`src/rtl/seven_seg_scan_driver_if.sv`:
```
// Display bus between the clock datapath and the 7-segment scan driver.
// The datapath side drives the number; the driver side returns segment/anode/busy.
interface seven_seg_scan_driver_if;
  logic [15:0] i_display_num;
  logic [6:0]  o_seg;
  logic        o_dp;
  logic [3:0]  o_an;
  logic        o_busy;

  modport master (
    output i_display_num,
    input  o_seg,
    input  o_dp,
    input  o_an,
    input  o_busy
  );

  modport slave (
    input  i_display_num,
    output o_seg,
    output o_dp,
    output o_an,
    output o_busy
  );
endinterface

```
`src/rtl/seven_seg_scan_driver.sv`:
```
// Two 8-bit binary fields -> BCD via sequential double-dabble, then a 4-digit
// time-multiplexed 7-segment scan with registered seg/an/dp outputs.
//
// state  | meaning
// IDLE   | display shows bcd_reg; waits for a new or first display_num
// CONV   | 8 shift-add-3 steps on both fields in parallel
// COMMIT | latch BCD digits and out-of-range flags, mark display valid
module seven_seg_scan_driver #(
  parameter int SCAN_DIV       = 4,
  parameter bit SEG_ACTIVE_LOW = 1'b1,
  parameter bit BLANK_LZ       = 1'b0
) (
  input logic                     clk,
  input logic                     reset,
  seven_seg_scan_driver_if.slave  bus
);

  localparam int PW = $clog2(SCAN_DIV);

  typedef enum logic [1:0] {
    S_IDLE   = 2'd0,
    S_CONV   = 2'd1,
    S_COMMIT = 2'd2
  } state_t;

  state_t         r_state;
  state_t         w_state_nxt;
  logic           w_start;
  logic           w_step;
  logic           w_commit;

  logic           r_valid;
  logic [15:0]    r_cap;
  logic [7:0]     r_bin_hi;
  logic [7:0]     r_bin_lo;
  logic [11:0]    r_acc_hi;
  logic [11:0]    r_acc_lo;
  logic [2:0]     r_cnt;
  // {range_hi, range_lo, hi_tens, hi_ones, lo_tens, lo_ones}
  logic [17:0]    r_bcd;

  logic [PW-1:0]  r_presc;
  logic [1:0]     r_idx;

  logic [6:0]     r_seg_on;
  logic [3:0]     r_an_on;
  logic           r_dp_on;

  logic [19:0]    w_dd_hi;
  logic [19:0]    w_dd_lo;
  logic [3:0]     w_digit;
  logic           w_dash;
  logic           w_blank;
  logic [6:0]     w_code;
  logic [3:0]     w_an_oh;
  logic           w_dp_oh;

  function automatic logic [19:0] f_dd_step(input logic [11:0] acc, input logic [7:0] bin);
    logic [11:0] a;
    a = acc;
    for (int i = 0; i < 3; i++) begin
      if (a[i*4 +: 4] >= 4'd5) a[i*4 +: 4] = a[i*4 +: 4] + 4'd3;
    end
    return {a[10:0], bin, 1'b0};
  endfunction

  function automatic logic [6:0] f_seg(input logic [3:0] d);
    logic [6:0] s;
    case (d)
      4'd0:    s = 7'h3F;
      4'd1:    s = 7'h06;
      4'd2:    s = 7'h5B;
      4'd3:    s = 7'h4F;
      4'd4:    s = 7'h66;
      4'd5:    s = 7'h6D;
      4'd6:    s = 7'h7D;
      4'd7:    s = 7'h07;
      4'd8:    s = 7'h7F;
      4'd9:    s = 7'h6F;
      default: s = 7'h40;
    endcase
    return s;
  endfunction

  always_ff @(posedge clk or negedge reset) begin
    if (!reset) r_state <= S_IDLE;
    else        r_state <= w_state_nxt;
  end

  always_comb begin
    w_state_nxt = r_state;
    w_start     = 1'b0;
    w_step      = 1'b0;
    w_commit    = 1'b0;
    case (r_state)
      S_IDLE: begin
        if (!r_valid || (bus.i_display_num != r_cap)) begin
          w_start     = 1'b1;
          w_state_nxt = S_CONV;
        end
      end
      S_CONV: begin
        w_step = 1'b1;
        if (r_cnt == 3'd7) w_state_nxt = S_COMMIT;
      end
      S_COMMIT: begin
        w_commit    = 1'b1;
        w_state_nxt = S_IDLE;
      end
      default: w_state_nxt = S_IDLE;
    endcase
  end

  assign w_dd_hi = f_dd_step(r_acc_hi, r_bin_hi);
  assign w_dd_lo = f_dd_step(r_acc_lo, r_bin_lo);

  always_ff @(posedge clk or negedge reset) begin
    if (!reset) begin
      r_valid  <= 1'b0;
      r_cap    <= '0;
      r_bin_hi <= '0;
      r_bin_lo <= '0;
      r_acc_hi <= '0;
      r_acc_lo <= '0;
      r_cnt    <= '0;
      r_bcd    <= '0;
    end else begin
      if (w_start) begin
        r_cap    <= bus.i_display_num;
        r_bin_hi <= bus.i_display_num[15:8];
        r_bin_lo <= bus.i_display_num[7:0];
        r_acc_hi <= '0;
        r_acc_lo <= '0;
        r_cnt    <= '0;
      end
      if (w_step) begin
        r_acc_hi <= w_dd_hi[19:8];
        r_bin_hi <= w_dd_hi[7:0];
        r_acc_lo <= w_dd_lo[19:8];
        r_bin_lo <= w_dd_lo[7:0];
        r_cnt    <= r_cnt + 3'd1;
      end
      if (w_commit) begin
        r_bcd   <= {(r_acc_hi[11:8] != 4'd0), (r_acc_lo[11:8] != 4'd0),
                    r_acc_hi[7:0], r_acc_lo[7:0]};
        r_valid <= 1'b1;
      end
    end
  end

  // Scan timing free-runs regardless of conversion activity.
  always_ff @(posedge clk or negedge reset) begin
    if (!reset) begin
      r_presc <= '0;
      r_idx   <= '0;
    end else if (r_presc == PW'(SCAN_DIV - 1)) begin
      r_presc <= '0;
      r_idx   <= r_idx + 2'd1;
    end else begin
      r_presc <= r_presc + PW'(1);
    end
  end

  always_comb begin
    w_digit = 4'd0;
    w_dash  = 1'b0;
    w_blank = 1'b0;
    case (r_idx)
      2'd0: begin w_digit = r_bcd[3:0];   w_dash = r_bcd[16]; end
      2'd1: begin w_digit = r_bcd[7:4];   w_dash = r_bcd[16]; end
      2'd2: begin w_digit = r_bcd[11:8];  w_dash = r_bcd[17]; end
      default: begin
        w_digit = r_bcd[15:12];
        w_dash  = r_bcd[17];
        w_blank = BLANK_LZ && (r_bcd[15:12] == 4'd0) && !r_bcd[17];
      end
    endcase
    w_code  = w_blank ? 7'h00 : (w_dash ? 7'h40 : f_seg(w_digit));
    w_an_oh = 4'b0001 << r_idx;
    w_dp_oh = (r_idx == 2'd2);
    if (!r_valid) begin
      w_code  = 7'h00;
      w_an_oh = 4'b0000;
      w_dp_oh = 1'b0;
    end
  end

  always_ff @(posedge clk or negedge reset) begin
    if (!reset) begin
      r_seg_on <= '0;
      r_an_on  <= '0;
      r_dp_on  <= 1'b0;
    end else begin
      r_seg_on <= w_code;
      r_an_on  <= w_an_oh;
      r_dp_on  <= w_dp_oh;
    end
  end

  assign bus.o_seg  = SEG_ACTIVE_LOW ? ~r_seg_on : r_seg_on;
  assign bus.o_an   = SEG_ACTIVE_LOW ? ~r_an_on  : r_an_on;
  assign bus.o_dp   = SEG_ACTIVE_LOW ? ~r_dp_on  : r_dp_on;
  assign bus.o_busy = (r_state != S_IDLE);

endmodule

```
`src/flat_wrapper.sv`:
```
// flat-port wrapper written by rule: the top's interface ports become plain ports
module seven_seg_scan_driver_flat 
#(
  parameter int SCAN_DIV       = 4,
  parameter bit SEG_ACTIVE_LOW = 1'b1,
  parameter bit BLANK_LZ       = 1'b0
)
  (clk, reset, bus_i_display_num, bus_o_seg, bus_o_dp, bus_o_an, bus_o_busy);
  seven_seg_scan_driver_if bus_i ();
  input logic clk;
  input logic reset;
  input wire logic [$bits(bus_i.i_display_num)-1:0] bus_i_display_num;
  output wire logic [$bits(bus_i.o_seg)-1:0] bus_o_seg;
  output wire logic [$bits(bus_i.o_dp)-1:0] bus_o_dp;
  output wire logic [$bits(bus_i.o_an)-1:0] bus_o_an;
  output wire logic [$bits(bus_i.o_busy)-1:0] bus_o_busy;
  assign bus_i.i_display_num = bus_i_display_num;
  assign bus_o_seg = bus_i.o_seg;
  assign bus_o_dp = bus_i.o_dp;
  assign bus_o_an = bus_i.o_an;
  assign bus_o_busy = bus_i.o_busy;
  seven_seg_scan_driver #(.SCAN_DIV(SCAN_DIV), .SEG_ACTIVE_LOW(SEG_ACTIVE_LOW), .BLANK_LZ(BLANK_LZ)) u_core (.clk(clk), .reset(reset), .bus(bus_i));
endmodule
```
`config.mk`:
```
export PLATFORM = sky130hd
export DESIGN_NAME = seven_seg_scan_driver_flat
export DESIGN_NICKNAME = d
export VERILOG_FILES = /design/src/rtl/seven_seg_scan_driver_if.sv /design/src/rtl/seven_seg_scan_driver.sv /design/src/flat_wrapper.sv
export SDC_FILE = /design/constraint.sdc
export NUM_CORES = 1
export LEC_CHECK = 0
export ABC_CLOCK_PERIOD_IN_PS = 5950
export CAP_MARGIN = 20
export CORE_MARGIN = 5
export CORE_UTILIZATION = 30
export CTS_BUF_LIST = sky130_fd_sc_hd__clkbuf_8
export DETAILED_ROUTE_END_ITERATION = 8
export PLACE_DENSITY = 0.57
export SETUP_SLACK_MARGIN = 0.2
export SYNTH_ARGS = -nofsm -noshare
export SYNTH_HDL_FRONTEND = slang
export SYNTH_SLANG_ARGS = --single-unit
export TNS_END_PERCENT = 30
```
`constraint.sdc`:
```
create_clock -name clk -period 5.95 [get_ports clk]
set_clock_uncertainty 0.2 [all_clocks]
set_input_delay 1.19 -clock clk [delete_from_list [all_inputs] [get_ports clk]]
set_output_delay 1.19 -clock clk [all_outputs]
set_load 0.02 [all_outputs]
```
Word level (Yosys, flattened, before mapping). Memory sizes are Yosys's and may differ from the RTL's. Index checks and enable logic that the tools add are counted.

Flip-flop bits (word level): 96. Memory bits (read-only): 112. Input bits: 18. Output and inout port bits: 13. Memories kept: 1.

Add/sub/neg operators: 9. $lt $le $gt $ge: 6. Equal/unequal tests: 9. Shift operators: 1. Multiplexer cells: 29. Bitwise logic cells: 3. Reductions and logical operators: 10.

Memories: (no name shown) (words 16, width 7, rd ports 1, clocked after memory_dff 0, wr ports 0, RTL line seven_seg_scan_driver.sv:69) `case (d)`.

Operators with widths (count): two-way mux 12 bit (3); two-way mux 8 bit (4); >= comparator 4 x 3 -> 1 bit (second input constant) (6); two-way mux 4 bit (5); adder 4 x 2 -> 4 bit (second input constant) (4); != test 16 bit (1); two-way mux 7 bit (2); two-way mux 3 bit (4); one-hot mux 4 bit (3 select lines) (1); nonzero test 4 bit (2); inverter 7 bit (1); adder 3 x 2 -> 3 bit (second input constant) (2); == test 2 bit (second input constant) (3); two-way mux 1 bit (6); two-way mux 2 bit (3); adder 2 x 1 -> 2 bit (second input constant) (2); == test 2 x 1 -> 1 bit (second input constant) (2); zero test 2 bit (2); != test 2 x 1 -> 1 bit (second input constant) (2); inverter 4 bit (1); one-hot mux 2 bit (2 select lines) (1); nonzero test 2 bit (2); left shift 1 x 2 -> 4 bit (first input constant) (1); adder 3 x 1 -> 3 bit (second input constant) (1); 6 further kinds (6).

Depth between registers and ports, before layout. Gate-level depths: netlist (run 1).

Depth in word-level cells: 6. Depth in mapped cells: 9. Mapped depth without buffers: 9.

Worst setup path before layout (run 1). OpenSTA, ideal clock, no wires.

Path kind: input to register. Start point: input port bus_i_display_num[7]. End point: register u_core.r_bin_hi[0]. Arrival: 2.614 ns. Data required time: 5.624 ns. Path slack: 3.010 ns. Stages on the path: 7. Cells stage by stage: xor2_1 > nor4_1 > o2111ai_1 > o21ba_2 > buf_4 > buf_6 > a221o_1.

Word-level cells in the longest chain between the ends: 5.

RTL lines: start, declared (RTL line flat_wrapper.sv:12) `input wire logic [$bits(bus_i.i_display_num)-1:0] bus_i_display_num;`; != test 16 bit (RTL line seven_seg_scan_driver.sv:97) `if (!r_valid || (bus.i_display_num != r_cap)) begin`; logical OR 1 bit (RTL line seven_seg_scan_driver.sv:97); two-way mux 1 bit (RTL line seven_seg_scan_driver.sv:97); two-way mux 1 bit (RTL line seven_seg_scan_driver.sv:95) `case (r_state)`; nonzero test 2 bit (no line); end signal, assigned (RTL line seven_seg_scan_driver.sv:130) `r_bin_hi <= bus.i_display_num[15:8];`; end signal, assigned (RTL line seven_seg_scan_driver.sv:138) `r_bin_hi <= w_dd_hi[7:0];`; end, declared (RTL line seven_seg_scan_driver.sv:34) `logic [7:0] r_bin_hi;`.

No other way between the ends. A chain may end at the register's enable or synchronous reset.

Worst setup path after layout (run 1).
Start point: register u_core.r_state[0]. End point: output port bus_o_busy.

Word-level cells in the longest chain between the ends: 1.

RTL lines: start, declared (RTL line seven_seg_scan_driver.sv:26) `state_t r_state;`; start signal, assigned (RTL line seven_seg_scan_driver.sv:87) `else r_state <= w_state_nxt;`; nonzero test 2 bit (RTL line seven_seg_scan_driver.sv:203) `assign bus.o_busy = (r_state != S_IDLE);`; end, declared (RTL line flat_wrapper.sv:16) `output wire logic [$bits(bus_i.o_busy)-1:0] bus_o_busy;`.

No other way between the ends.

==> out/results.tsv, run 1 <==
stage	metric	value	unit
worst_setup_path	worstPathArrival	2.18	ns
timing	grt_setup_unrepaired	false	
power	clkPwrFrac	15.2	%
layout	final-instance-count-excl-fill	666	
worst_hold_path	hold_path_class	flop to flop	
power	combPwrFrac	43.3	%
clock_tree	clk_pin_slew	0.09	ns
worst_setup_path	cp-start-kind	flop	
global_routing	grt_pass1_vias	3071	
global_routing	overflow	0	
worst_hold_path	holdCritStartpoint	u_core.r_presc[0]	
logic_synthesis	synth_cell_types	39	
worst_setup_path	cp-end-kind	output pin	
drt	ant_nets	0	
placement	dp_cells	649	
clock_tree	cts.htree.levels	3	
placement	gp_congestion	0.800	
logic_synthesis	synthCells	413	
power	cell_internal_pwr	0.00168	W
die	die_w	136	µm
power	p_switching	0.000986	W
timing	clock.fmax	280	MHz
die	io_pins	31	
timing	hold_viol	0	
timing	tightestPinTransition	0.902	ns
worst_setup_path	slowest_stage	dfrtp_1	
logic_synthesis	synth_seq_area_share	50.1	%
power	sw_frac_of_total	36.9	%
power	max-vdd-ir-drop	0.135	mV
timing	finalCriticalPeriod	3.57	ns
clock_tree	cts_tree	yes	
worst_setup_path	timing_worst_setup_path_type	flop to output pin	
layout	fillerInstances	1534	
logic_synthesis	syn_avg_cell_area	11.5	µm²
drt	wirelength	9350	µm
clock_tree	ctsResizeCount	0	
layout	area_growth	14.9	%
clock_tree	clock_latency	0.36	ns
worst_setup_path	path_delay_family	flip-flops	
clock_tree	cts_buffers	9	
layout	finalInstanceArea	5460	µm²
placement	port_buffers	30	
drt	first_iter_violations	213	
global_routing	grt_pass1_wl	15600	µm
logic_synthesis	syn-num-nets	458	
layout	nets	490	
timing	report.final.slew_viol_count	0	
logic_synthesis	ys_seq_elements	95	
run	drv_cap	0	
logic_synthesis	ys_warn_count	0	
die	fp.dieArea	18400	µm²
power	p_leak	2.41	nW
global_routing	grt_usage	10.8	%
clock_tree	clockBufferDepth	2	
clock_tree	numClockSinks	95	
layout	post-route-util	34.7	%
worst_setup_path	r2r_start	u_core.r_cap[12]	
global_routing	grt_max_degree	68	
clock_tree	cts_hold_buf	0	
drt	wl_per_cell	14.0	µm
drt	drt_pass1_iterations	5	
global_routing	antenna_found_initial	0	
drt	via_count	3054	
die	die_h	136	µm
die	start_util	30.2	%
logic_synthesis	synthesis.area	4750	µm²
worst_setup_path	worst_path_largest_cell_delay	0.94	ns
placement	place_area	5260	µm²
worst_setup_path	path_cells	or2_2 -> clkdlybuf4s50_1	
power	p_seq_share	41.5	%
layout	drive_gt1_share	20.0	%
die	num_rows	46	
timing	fin_setup_tns	0	ns
layout	n_antenna_cell	0	
worst_setup_path	crit_path_start	u_core.r_state[0]	
clock_tree	clock_tree.root_cell	clkbuf_8	
worst_setup_path	critPathRequiredTime	4.56	ns
placement	post-dp-hpwl	6560	µm
clock_tree	cts_setup_buffers	0	
drt	via_per_inst	4.59	
run_status	outcome	finished clean	
timing	setup_viol	0	
power	power.density	489	nW/µm²
timing	slew_headroom	39.9	%
die	coreArea	15700	µm²
timing	period_share	60.0	%
worst_setup_path	crit_buf_inv	1	
drt	drc	0	
worst_setup_path	critPathMaxFanout	23	
==> Yosys cell counts <==
cell type | number | area share, %
o21bai_1 | 1 | 0.16
o21ai_0 | 20 | 2.1
buf_4 | 2 | 0.32
nor2_1 | 11 | 0.87
mux2i_1 | 3 | 0.63
clkbuf_1 | 7 | 0.55
o211ai_1 | 2 | 0.32
o21ba_2 | 1 | 0.21
a221o_1 | 2 | 0.42
nand2b_1 | 7 | 0.92
xor2_1 | 15 | 2.8
a31oi_1 | 8 | 1.1
mux2_2 | 58 | 14
a211oi_1 | 1 | 0.16
a22o_2 | 5 | 1.1
nor3_1 | 2 | 0.21
nand2_1 | 24 | 1.9
or3b_2 | 1 | 0.18
nand3_1 | 2 | 0.21
or2_2 | 2 | 0.26
a222oi_1 | 4 | 0.84
a21o_1 | 1 | 0.16
and2_1 | 8 | 1.1
nand4_1 | 1 | 0.13
o31a_1 | 1 | 0.18
o31ai_1 | 3 | 0.47
o2111ai_1 | 1 | 0.18
buf_1 | 2 | 0.16
xnor2_1 | 13 | 2.4
dfrtp_1 | 95 | 50
o22ai_1 | 10 | 1.3
nor3b_1 | 3 | 0.47
a21oi_1 | 21 | 2.2
inv_1 | 34 | 2.7
nor4_1 | 2 | 0.26
nor2b_1 | 7 | 0.92
ha_1 | 27 | 7.1
buf_6 | 4 | 0.95
a22o_1 | 2 | 0.37
==> logic make-up after synthesis <==
family | share of synthesized area [%]
buf+inv | 4.66
flops | 50.1
simple gates | 7.40
mux | 14.4
compound gates | 11.2
fa+ha+maj | 7.11
xor+xnor | 5.16
==> final cells by class <==
type,count,area [µm²],area share [%]
flip-flops and latches,95,2380,43.5
inverters,34,128,2.34
multi-input cells,269,2150,39.4
clock buffers,11,151,2.77
well taps,216,270,4.95
clock inverters,5,31.3,0.573
repair buffers,36,350,6.42
==> through the flow <==
step	setup slack [ns]	hold slack (ns)	power, W
floorplan	3.01	0.203	0.00199
global placement	2.02	0.213	0.00224
detailed placement	1.92	0.226	0.00228
CTS	2.32	0.235	0.00270
global route	2.28	0.255	0.00289
finish	2.38	0.233	0.00267
==> cell usage in the layout (no fill, tap or decap), types with 13 or more instances in the layout <==
master and instances:
xnor2_1 13, o21ai_0 20, ha_1 27, dfrtp_1 95, nand2_1 24, clkdlybuf4s50_1 29
xor2_1 15, a21oi_1 21, mux2_2 58, inv_1 34
==> state kept, by name, indices dropped and copies added, names as in the netlist, 2 cells and up <==
signal           flops
u_core.r_state       2
u_core.r_acc_lo     12
u_core.r_acc_hi     12
u_core.r_idx         2
u_core.r_an_on       3
u_core.r_presc       2
u_core.r_cap        16
u_core.r_bin_lo      8
u_core.r_seg_on      7
u_core.r_bin_hi      8
u_core.r_cnt         3
u_core.r_bcd        18
==> final timing paths <==
| check | endpoint | cells after the start | slack, ns |
|---|---|---|---|
| max in group asynchronous | u_core.r_an_on[1] | 2 | 3.81 |
| max reg2reg | u_core.r_acc_hi[1] | 7 | 3.37 |
| max | bus_o_busy | 2 | 2.38 |
| min | u_core.r_presc[0] | 1 | 0.23 |
| min in group asynchronous | u_core.r_cap[8] | 1 | 0.54 |
| min reg2reg | u_core.r_presc[0] | 1 | 0.23 |
==> power by group through the flow <==
stage	Combinational (W)	Clock (W)	Sequential [W]
6_report	0.00116	0.000406	0.00111
2_1_floorplan	0.000949	0	0.00104
3_3_place_gp	0.00113	0	0.00111
4_1_cts	0.00117	0.000421	0.00111
3_5_place_dp	0.00116	0	0.00112
5_1_grt	0.00131	0.000445	0.00114
==> per-layer routing <==
| layer | vias up | share of wire [%] | track usage, % |
|---|---|---|---|
| met5 | - | 0 | 0 |
| met4 | 0 | 1.6 | 4.54 |
| met3 | 10 | 3.2 | 2.15 |
| met2 | 40 | 48 | 16.7 |
| met1 | 1515 | 48 | 14.7 |
| li1 | 1489 | - | - |
No activity file was read; power rests on OpenSTA's default activity.
==> run 2: changes to the inputs <==
Settings changed: ABC_CLOCK_PERIOD_IN_PS 5950 to 3100, PLACE_DENSITY 0.57 to 0.59.
Clock period 5.95 ns to 3.1 ns, I/O delays scaled along.
==> out/results.tsv, run 2 (synthesis gave the netlist of run 1 again) <==
stage	metric	value	unit
clock_tree	cts.htree.levels	3	
worst_setup_path	rrSetupSlack	0.62	ns
global_routing	grt_max_degree	61	
worst_setup_path	slowest_stage	clkdlybuf4s50_1	
drt	wl_per_cell	13.7	µm
global_routing	grt_pass1_vias	3146	
timing	finalCriticalPeriod	2.63	ns
global_routing	grt_use_met2	17.5	%
drt	wirelength	9120	µm
clock_tree	cts_setup_buffers	0	
global_routing	overflow	0	
clock_tree	clk_pin_slew	0.09	ns
die	fp.dieArea	18400	µm²
global_routing	met3_usage	3.40	%
run	drv_cap	0	
drt	drt_pass1_iterations	4	
worst_setup_path	path_delay_family	buffers and inverters	
worst_setup_path	cp-end-kind	flop	
timing	tightestPinTransition	0.665	ns
layout	fillerInstances	1552	
die	coreArea	15700	µm²
global_routing	grt_usage	10.5	%
layout	final_cell_mix	dfrtp_1, mux2_2, inv_1	
die	io_pins	31	
run_status	outcome	finished clean	
clock_tree	cts_buffers	9	
layout	largest_register_ffs	18	
die	die_w	136	µm
drt	via_per_inst	4.67	
layout	final_common_cell	dfrtp_1	
worst_hold_path	hold_path_class	flop to flop	
clock_tree	ctsResizeCount	0	
worst_hold_path	holdCritStartpoint	u_core.r_presc[0]	
layout	finalInstanceArea	5480	µm²
drt	drc	0	
layout	n_antenna_cell	0	
drt	via_count	3112	
timing	setup_viol	0	
layout	drive_gt1_share	19.7	%
timing	report.final.slew_viol_count	0	
worst_setup_path	crit_path_start	bus_i_display_num[12]	
placement	place_area	5290	µm²
timing	period_share	84.9	%
timing	grt_setup_unrepaired	false	
worst_setup_path	cp-start-kind	input pin	
global_routing	grt_busiest_layer	met2	
worst_setup_path	crit_buf_inv	2	
worst_setup_path	critPathMaxFanout	34	
layout	post-route-util	34.9	%
drt	ant_nets	0	
power	power.density	930	nW/µm²
die	num_rows	46	
layout	nets	491	
global_routing	antenna_found_initial	0	
worst_setup_path	worst_path_largest_cell_delay	0.48	ns
global_routing	grt_pass1_wl	15300	µm
die	die_h	136	µm
worst_setup_path	timing_worst_setup_path_type	input pin to flop	
clock_tree	clock_latency	0.37	ns
worst_setup_path	path_cells	clkdlybuf4s50_1 -> xor2_1 -> nor4_1 -> nand4_1 -> o31a_1 -> buf_12 -> mux2_2	
timing	slew_headroom	55.6	%
clock_tree	cts_hold_buf	1	
timing	fin_setup_tns	0	ns
die	start_util	30.2	%
worst_setup_path	worstPathArrival	2.68	ns
clock_tree	clock_tree.root_cell	clkbuf_8	
worst_setup_path	r2r_start	u_core.r_idx[0]	
timing	hold_viol	0	
drt	first_iter_violations	140	
layout	area_growth	15.4	%
placement	gp_congestion	0.815	
placement	dp_slack	0.123	ns
clock_tree	cts_tree	yes	
clock_tree	numClockSinks	95	
timing	whs	0.231	ns
power	max-vdd-ir-drop	0.510	mV
layout	top_register	u_core.r_bcd	
placement	port_buffers	30	
global_routing	grtUsageMet1	13.0	%
timing	clock.fmax	380	MHz
power	p_leak	2.42	nW
timing	layout_setup_ws	0.469	ns
placement	post-dp-hpwl	6470	µm
worst_setup_path	critPathRequiredTime	3.15	ns
layout	reg.largest.list	u_core.r_bcd: 18 flops, u_core.r_cap: 16 flops	
clock_tree	clockBufferDepth	2	
[run 2: routing by layer]
layer / wire [µm] / vias up
li1: - / 1497
met1: 4190 / 1550
met2: 4430 / 51
met3: 358 / 14
met4: 138 / 0
met5: 0 / -
[run 2: power breakdown]
| part | total (W) | internal (W) | switching (W) | leakage [nW] |
|---|---|---|---|---|
| logic | 0.00228 | 0.00117 | 0.00111 | 1.14 |
| registers | 0.00208 | 0.00174 | 0.000338 | 1.19 |
| clock network | 0.000734 | 0.000309 | 0.000426 | 0.0895 |
| total | 0.00510 | 0.00322 | 0.00188 | 2.42 |
[run 2: metrics by stage]
step	std cells	total power [W]
after floorplan	413	0.00382
after global placement	650	0.00431
after detailed placement	650	0.00441
after CTS	667	0.00517
after global routing	667	0.00551
final	667	0.00510
[run 2: layout make-up]
class | instances | area (µm²) | share of cell area, %
sequential | 95 | 2380 | 43.4
clock buffer | 10 | 138 | 2.51
clock inverter | 6 | 37.5 | 0.685
tap | 216 | 270 | 4.93
inverter | 34 | 128 | 2.33
timing repair buffer | 37 | 378 | 6.90
multi-input combinational | 269 | 2150 | 39.3
[run 2: final timing paths]
kind / end / cells past startpoint
max: u_core.r_bin_hi[6] / 7
min: u_core.r_presc[0] / 1
max reg2reg: u_core.r_seg_on[1] / 8
min reg2reg: u_core.r_presc[0] / 1
max in group asynchronous: u_core.r_bcd[16] / 3
min in group asynchronous: u_core.r_bin_hi[0] / 2
==> run 3: changes to the inputs <==
Settings changed: ABC_CLOCK_PERIOD_IN_PS 3100 to 2600, PLACE_DENSITY 0.59 to 0.57.
Clock period 3.1 ns to 2.6 ns, I/O delays scaled along.
==> out/results.tsv, run 3 (synthesis gave the netlist of run 1 again) <==
stage	metric	value	unit
global_routing	grt_usage	11.0	%
clock_tree	cts.htree.levels	3	
worst_setup_path	slowest_stage	clkdlybuf4s50_1	
timing	fin_setup_tns	0	ns
power	p_switching	0.00231	W
clock_tree	clock_tree.root_cell	clkbuf_8	
layout	area_growth	23.6	%
placement	gp_congestion	0.815	
die	die_w	136	µm
timing	report.final.slew_viol_count	0	
global_routing	grt_pass1_vias	3247	
drt	via_per_inst	4.61	
placement	port_buffers	30	
layout	drive_gt1_share	27.2	%
worst_setup_path	path_cells	clkdlybuf4s50_1 -> xor2_1 -> nor4_2 -> nand4_1 -> o31a_1 -> clkbuf_16 -> mux2_2	
clock_tree	cts_buffers	9	
timing	finalCriticalPeriod	2.35	ns
layout	nets	518	
drt	wirelength	9470	µm
die	start_util	30.2	%
global_routing	met3_usage	2.04	%
drt	first_iter_violations	139	
global_routing	grtUsageMet1	15.3	%
die	coreArea	15700	µm²
drt	ant_nets	0	
global_routing	overflow	0	
global_routing	grt_use_met2	16.8	%
layout	fillerInstances	1544	
power	sw_frac_of_total	36.4	%
die	die_h	136	µm
timing	period_share	90.4	%
timing	setup_viol	0	
run_status	outcome	finished clean	
drt	drt_pass1_iterations	4	
timing	slew_headroom	66.7	%
die	num_rows	46	
global_routing	grt_max_degree	45	
layout	final_common_cell	dfrtp_1	
worst_setup_path	cp-end-kind	flop	
run	drv_cap	0	
timing	hold_viol	0	
layout	n_antenna_cell	0	
timing	tightestPinTransition	0.498	ns
clock_tree	cts_tree	yes	
worst_hold_path	hold_path_class	flop to flop	
clock_tree	numClockSinks	95	
global_routing	antenna_found_initial	0	
die	io_pins	31	
clock_tree	clk_pin_slew	0.09	ns
layout	top_register	u_core.r_bcd	
power	cell_internal_pwr	0.00403	W
power	p_seq_share	39.1	%
placement	post-dp-hpwl	6670	µm
worst_setup_path	critPathRequiredTime	2.66	ns
worst_setup_path	cp-start-kind	input pin	
power	power.density	1080	nW/µm²
timing	grt_setup_unrepaired	true	
layout	final_cell_mix	dfrtp_1, mux2_2, inv_1	
clock_tree	clock_latency	0.36	ns
worst_setup_path	timing_worst_setup_path_type	input pin to flop	
global_routing	grt_pass1_wl	16200	µm
drt	drc	0	
layout	reg.largest.list	u_core.r_bcd: 18 flops, u_core.r_cap: 16 flops	
worst_setup_path	critPathMaxFanout	10	
power	p_leak	2.70	nW
clock_tree	clockBufferDepth	2	
die	fp.dieArea	18400	µm²
worst_setup_path	worst_path_largest_cell_delay	0.44	ns
timing	clock.fmax	425	MHz
power	combPwrFrac	46.9	%
worst_setup_path	worstPathArrival	2.41	ns
drt	via_count	3199	
drt	wl_per_cell	13.6	µm
layout	post-route-util	37.4	%
power	max-vdd-ir-drop	0.405	mV
layout	largest_register_ffs	18	
global_routing	grt_busiest_layer	met2	
power	clkPwrFrac	14.0	%
==> run 3: cell types whose count changed in the layout (fill, tap and decap cells not counted), sizes merged <==
cell / change
buf: +25
clkbuf: +3
clkdlybuf4s50: -11
clkinv: +1
clkinvlp: -2
dlymetal6s2s: +11
==> run 3: what timing repair did <==
item / in CTS / in global routing
pin swaps: 0 / 12
setup endpoints to repair: 34 / 64
gates cloned: 0 / 2
hold buffers: 1 / 0
endpoints found under the hold margin: 34 / 0
buffers inserted: 0 / 3
resized for setup: 1 / 29
==> run 3: layout make-up <==
cell class | instances | area (µm²) | area share (%)
clock inverter | 5 | 23.8 | 0.405
clock buffer | 11 | 151 | 2.58
inverter | 34 | 128 | 2.17
tap | 216 | 270 | 4.60
sequential | 95 | 2380 | 40.5
timing repair buffer | 64 | 693 | 11.8
multi-input combinational | 269 | 2230 | 38.0
==> run 3: critical path: cells and delay by family <==
family / cells / cell delay (ns)
and+or+nand+nor: 2 / 0.37
muxes: 1 / 0.27
AOI/OAI and AO/OA: 1 / 0.39
buffers and inverters: 2 / 0.66
xor gates and xnor gates: 1 / 0.18
==> run 3: through the flow <==
stage / total power (W) / instance area (µm²) / instances / hold slack (ns) / setup WS, ns
after floorplan: 0.00455 / 4750 / 413 / 0.0244 / 0.330
after global placement: 0.00526 / 5510 / 672 / 0.214 / -0.189
after detailed placement: 0.00536 / 5510 / 672 / 0.218 / -0.261
after CTS: 0.00628 / 5700 / 689 / 0.230 / 0.154
after global routing: 0.00690 / 5870 / 694 / 0.235 / 0.0720
final: 0.00634 / 5870 / 694 / 0.226 / 0.249
==> run 3: worst paths after layout <==
kind                            slack, ns                   from  cells after the start                 end
min in group asynchronous            0.45                  reset                      2    u_core.r_cap[15]
worst max-delay path                 0.25  bus_i_display_num[12]                      7  u_core.r_bin_lo[4]
max in group asynchronous            1.14                  reset                      3  u_core.r_seg_on[5]
worst max register to register       0.31        u_core.r_cap[7]                      6  u_core.r_bin_lo[4]
worst min-delay path                 0.23      u_core.r_presc[0]                      1   u_core.r_presc[0]
worst min register to register       0.23      u_core.r_presc[0]                      1   u_core.r_presc[0]
==> run 3: per-layer routing <==
layer	routed length [µm]	vias up	share of wire, %
met3	268	13	2.8
met2	4510	41	48
met4	170	0	1.8
met1	4530	1592	48
li1	-	1553	-
met5	0	-	0
==> run 3: power by group through the flow <==
| stage | Sequential (W) | Clock, W | Combinational (W) |
|---|---|---|---|
| floorplan | 0.00238 | 0 | 0.00217 |
| global placement | 0.00248 | 0 | 0.00278 |
| detailed placement | 0.00251 | 0 | 0.00285 |
| CTS | 0.00248 | 0.000926 | 0.00287 |
| global route | 0.00257 | 0.000993 | 0.00333 |
| finish | 0.00248 | 0.000887 | 0.00297 |
==> RTL change 1, RTL diff (config.mk and constraints of run 2) <==
`BLANK_LZ` is set to 1'b0 in 2 places; all go to 1'b1.
--- a/src/rtl/seven_seg_scan_driver.sv
+++ b/src/rtl/seven_seg_scan_driver.sv
@@ -8,7 +8,7 @@
 module seven_seg_scan_driver #(
   parameter int SCAN_DIV       = 4,
   parameter bit SEG_ACTIVE_LOW = 1'b1,
-  parameter bit BLANK_LZ       = 1'b0
+  parameter bit BLANK_LZ       = 1'b1
 ) (
   input logic                     clk,
   input logic                     reset,
--- a/src/flat_wrapper.sv
+++ b/src/flat_wrapper.sv
@@ -3,7 +3,7 @@
 #(
   parameter int SCAN_DIV       = 4,
   parameter bit SEG_ACTIVE_LOW = 1'b1,
-  parameter bit BLANK_LZ       = 1'b0
+  parameter bit BLANK_LZ       = 1'b1
 )
   (clk, reset, bus_i_display_num, bus_o_seg, bus_o_dp, bus_o_an, bus_o_busy);
   seven_seg_scan_driver_if bus_i ();
Formal check against the unedited RTL: no difference found for any inputs over 10 cycles, from zero or initial values and one cycle with reset low; that may be too few to reach the edited logic, so the function may still have changed.
==> RTL change 1 against run 2 <==
  * Area after synthesis is 5.3% higher
  * Final cell count rose by 8.5%
  * Sequential cell count did not move
  * Total power increased by 7.7%
  * Utilization up 0.30 points
  * Sequential power grew 4%
  * Routed wire length increased by 19%
  * Die area increased by 4.9%
  * Setup slack improved by 0.095 ns
  * Design area increased by 5.7%
  * Critical endpoint is now u_core.r_seg_on[6]$_DFF_PN0_
  * Largest power group unchanged
  * Highest routed layer unchanged
==> RTL change 1: results (changes against run 2) <==
DRT
--------------------------------------------------------------------------------------
Post-Route WL                                                                 10820 um   +19%
Vias post-DR                                                                      3624   +16%
Via-to-Cell Ratio                                                                5.006   +7.3%
First-iteration detailed-routing DRC count                                         283   +100%

SYNTHESIS
--------------------------------------------------------------------------------------
Ranking of synthesized cells by area                                      dfrtp_1, ha_1, a22o_1, o211ai_1, mux2_2
Synth Area in Compound Gates                                                    22.24%   +11 points
Adder and majority cell fraction of the synthesized area                        6.753%   -0.36 points
Most numerous cell types in the synthesized netlist                       dfrtp_1, inv_1, nand2_1
Synthesized netlist net count                                                      511   +12%
Proportion of synthesized chip area in sequential cells                         47.52%   -2.5 points
Mapped Avg Cell Area                                                         10.73 um2   -6.7%
Area share of xor/xnor cells in the synthesized design                          4.027%   -1.1 points
Distinct cells, synth                                                               43   +10%
Share of synthesized area spent on multiplexers                                 4.952%   -9.4 points

POWER AND IR DROP
--------------------------------------------------------------------------------------
Max IR drop VDD                                                            0.0003939 V   -23%
Power attributed to the clock group                                             812 uW   +11%
Leakage Power                                                                 2.668 nW   +10%
Net load switching power                                                      2.131 mW   +13%
Internal power                                                                3.359 mW   +4.4%

CLOCKING
--------------------------------------------------------------------------------------
Setup Buffers After CTS                                                              0   unchanged
CTS Hold Buffers Added                                                               0   -1

RUN STATUS
--------------------------------------------------------------------------------------
Run status                                                                complete, no violations

WORST SETUP PATH
--------------------------------------------------------------------------------------
CP arrival                                                                     2.63 ns   -0.05 ns
Critical Path Fanout Max                                                             5   -85%
Register-to-Register Setup Slack                                               0.56 ns   -0.06 ns
Library cell contributing the largest single delay on the critical path        dfrtp_1
Largest delay share family, worst path                                    compound AO/OA/AOI/OAI gates
Type of the worst setup path                                                   reg2reg
Slowest cell delay on critical path                                            0.46 ns   -0.02 ns

GLOBAL ROUTE
--------------------------------------------------------------------------------------
Number of global-route vias before repair                                         3779   +20%
Wire length of the first global-routing pass                                  18520 um   +21%
Largest net degree at the start of global routing                                   68   +11%

CELLS AND AREA
--------------------------------------------------------------------------------------
Filler cells                                                                      1667   +7.4%
Share of post-route cells with drive strength above 1                           12.30%   -7.4 points
Layout Cell Area excl Fill                                                    5792 um2   +5.7%
Total number of nets in the final design                                           544   +11%

MIN PATH
--------------------------------------------------------------------------------------
Worst min-delay path category                                                 in2async

STA
--------------------------------------------------------------------------------------
Worst hold-check slack                                                       0.1497 ns   -0.08152 ns
Tightest Pin Transition                                                      0.8725 ns   +0.2074 ns
Final critical delay including setup and external delays                      2.536 ns   -0.09533 ns

PLACED DESIGN
--------------------------------------------------------------------------------------
Number of instances in the placed design                                           708   +8.9%
Detailed-placement wirelength estimate                                         7599 um   +18%
Placed Area                                                                   5600 um2   +5.8%
Post-Place Setup Slack                                                       0.2145 ns   +0.09159 ns
Routability cong.                                                               0.8184   +0.47%

## RTL change 1: worst paths after layout
check,endpoint,cells after the start
setup reg to reg,u_core.r_seg_on[6]$_DFF_PN0_,10
hold reg to reg,u_core.r_presc[0]$_DFF_PN0_,1
setup / recovery,u_core.r_seg_on[6]$_DFF_PN0_,10
max in group asynchronous,u_core.r_cnt[0]$_DFFE_PN0P_,2
hold / removal,u_core.r_dp_on$_DFF_PN0_,1
min in group clk,u_core.r_presc[0]$_DFF_PN0_,1
## RTL change 1: area by class of cell
type	instances	area share, %
Clock inverter	6	0.9289
Sequential cell	95	41.05
Clock buffer	10	2.376
Multi-Input combinational cell	311	41.13
Timing Repair Buffer	46	7.431
Inverter	36	2.333
Tap cell	220	4.753
## RTL change 1: metal layers
metal	GRT usage [%]	part of all wire [%]	vias up	routed length (um)
li1	-	-	1724	-
met4	3.296	1.2	0	127
met5	0	0	-	0
met2	19.79	49	72	5326
met3	3.655	4.4	11	472
met1	14.40	45	1817	4889
==> RTL change 2, RTL diff (config.mk and constraints of run 2) <==
Without the edit above. Reset style: synchronous (`reset`), changed in 4 clocked blocks.
--- a/src/rtl/seven_seg_scan_driver.sv
+++ b/src/rtl/seven_seg_scan_driver.sv
@@ -82,7 +82,7 @@
     return s;
   endfunction
 
-  always_ff @(posedge clk or negedge reset) begin
+  always_ff @(posedge clk) begin
     if (!reset) r_state <= S_IDLE;
     else        r_state <= w_state_nxt;
   end
@@ -114,7 +114,7 @@
   assign w_dd_hi = f_dd_step(r_acc_hi, r_bin_hi);
   assign w_dd_lo = f_dd_step(r_acc_lo, r_bin_lo);
 
-  always_ff @(posedge clk or negedge reset) begin
+  always_ff @(posedge clk) begin
     if (!reset) begin
       r_valid  <= 1'b0;
       r_cap    <= '0;
@@ -149,7 +149,7 @@
   end
 
   // Scan timing free-runs regardless of conversion activity.
-  always_ff @(posedge clk or negedge reset) begin
+  always_ff @(posedge clk) begin
     if (!reset) begin
       r_presc <= '0;
       r_idx   <= '0;
@@ -185,7 +185,7 @@
     end
   end
 
-  always_ff @(posedge clk or negedge reset) begin
+  always_ff @(posedge clk) begin
     if (!reset) begin
       r_seg_on <= '0;
       r_an_on  <= '0;
Behaviour: differs if reset is asserted again (counterexample within 4 cycles, from zero or initial values and one cycle with reset low); with reset held inactive, the same outputs for 10 cycles.
==> RTL change 2 against run 2 <==
  * Setup slack better by 0.098 ns
  * Critical path type is now reg2out
  * Die area up 1.8%
  * Area after synthesis up 2.0%
  * Critical path depth down 4
  * Global-route usage up 2.0 points
  * Highest routed layer unchanged
  * First-iteration DRC count up 62%
  * Design area up 0.98%
  * Sequential cell count up 1
  * Routed wire length up 23%
Power is not compared: it rests on default switching activity, and its combinational part moved more than twofold at a synthesized area within 25%.
==> RTL change 2: results (changes against run 2) <==
DRT
-----------------------------------------------------------------------
Final routed wire length divided by cell count                 14.10 um   +3.1%
Post-Route WL                                                  11180 um   +23%
First-iteration detailed-routing DRC count                          227   +62%

PLACED DESIGN
-----------------------------------------------------------------------
Routability cong.                                                0.8135   -0.14%
Detailed-placement wirelength estimate                          8042 um   +24%
Number of instances in the placed design                            777   +20%
Post-Place Setup Slack                                        0.3946 ns   +0.2717 ns

WORST SETUP PATH
-----------------------------------------------------------------------
R2r startpoint                                             u_core.r_idx[1]$_SDFFE_PN0P_
R2R cell count                                                        9   +1
Endpoint of the worst-slack reg-to-reg timing path         u_core.r_seg_on[6]$_SDFF_PN0_
CP arrival                                                      1.71 ns   -0.97 ns
Register-to-Register Setup Slack                                0.58 ns   -0.04 ns
Launching element of the worst setup path                  u_core.r_state[0]$_SDFFE_PN0P_
Critical Path Fanout Max                                              8   -76%
Destination of the critical timing path                      bus_o_busy
Slowest cell delay on critical path                             0.62 ns   +0.14 ns

GLOBAL ROUTE
-----------------------------------------------------------------------
Largest net degree at the start of global routing                    41   -33%
Aggregate global-route resource usage                            12.50%   +2.0 points
Wire length of the first global-routing pass                   18900 um   +23%
Number of global-route vias before repair                          3889   +24%

SYNTHESIS
-----------------------------------------------------------------------
Share of synthesized area spent on multiplexers                  1.550%   -13 points
Area share of xor/xnor cells in the synthesized design           5.063%   -0.10 points
Ys async rst share                                                   0%   -100 points
Synth Area in Compound Gates                                     19.66%   +8.4 points
Synthesized netlist net count                                       595   +30%
Adder and majority cell fraction of the synthesized area         6.975%   -0.14 points
Distinct cells, synth                                                48   +23%
Proportion of synthesized chip area in sequential cells          39.68%   -10 points

STA
-----------------------------------------------------------------------
Tightest Pin Transition                                       0.7781 ns   +0.1130 ns
Final critical delay including setup and external delays       2.533 ns   -0.09844 ns
Worst hold-check slack                                        0.2396 ns   +0.008429 ns

MIN PATH
-----------------------------------------------------------------------
Hold Crit Start                                            u_core.r_presc[0]$_SDFF_PP0_
Number of cells traversed by the worst hold path                      1   unchanged
Worst Hold Endpoint                                        u_core.r_presc[0]$_SDFF_PP0_

CELLS AND AREA
-----------------------------------------------------------------------
Total number of nets in the final design                            617   +26%
Share of post-route cells with drive strength above 1            7.106%   -13 points

RUN STATUS
-----------------------------------------------------------------------
Run status                                                 complete, no violations

RTL change 2: changes by cell type in the layout (fill, tap and decap cells not counted), moves of 15 or more:
cell             run 2  this run
a21boi_0             0        19
a32oi_1              0        15
and3_1               0        33
dfrtp_1             95         0
dfxtp_1              0        96
mux2_2              58         4
nand2_1             24        64
nand3_1              2        18
nand4_1              1        16
RTL change 2: cell type report:
cell class | count | area, um2
fillers | 1680 | 10350
repair buffers | 47 | 422.9
flip-flops and latches | 96 | 1922
well taps | 216 | 270.3
clock buffers | 10 | 137.6
clock inverters | 6 | 28.78
inverters | 36 | 135.1
multi-input cells | 382 | 2616
RTL change 2: layer usage:
metal | track usage [%] | vias up | wire [um]
li1 | - | 1992 | -
met1 | 15.65 | 1894 | 5184
met2 | 21.34 | 62 | 5398
met3 | 2.904 | 7 | 470
met4 | 3.769 | 0 | 128
met5 | 0 | - | 0
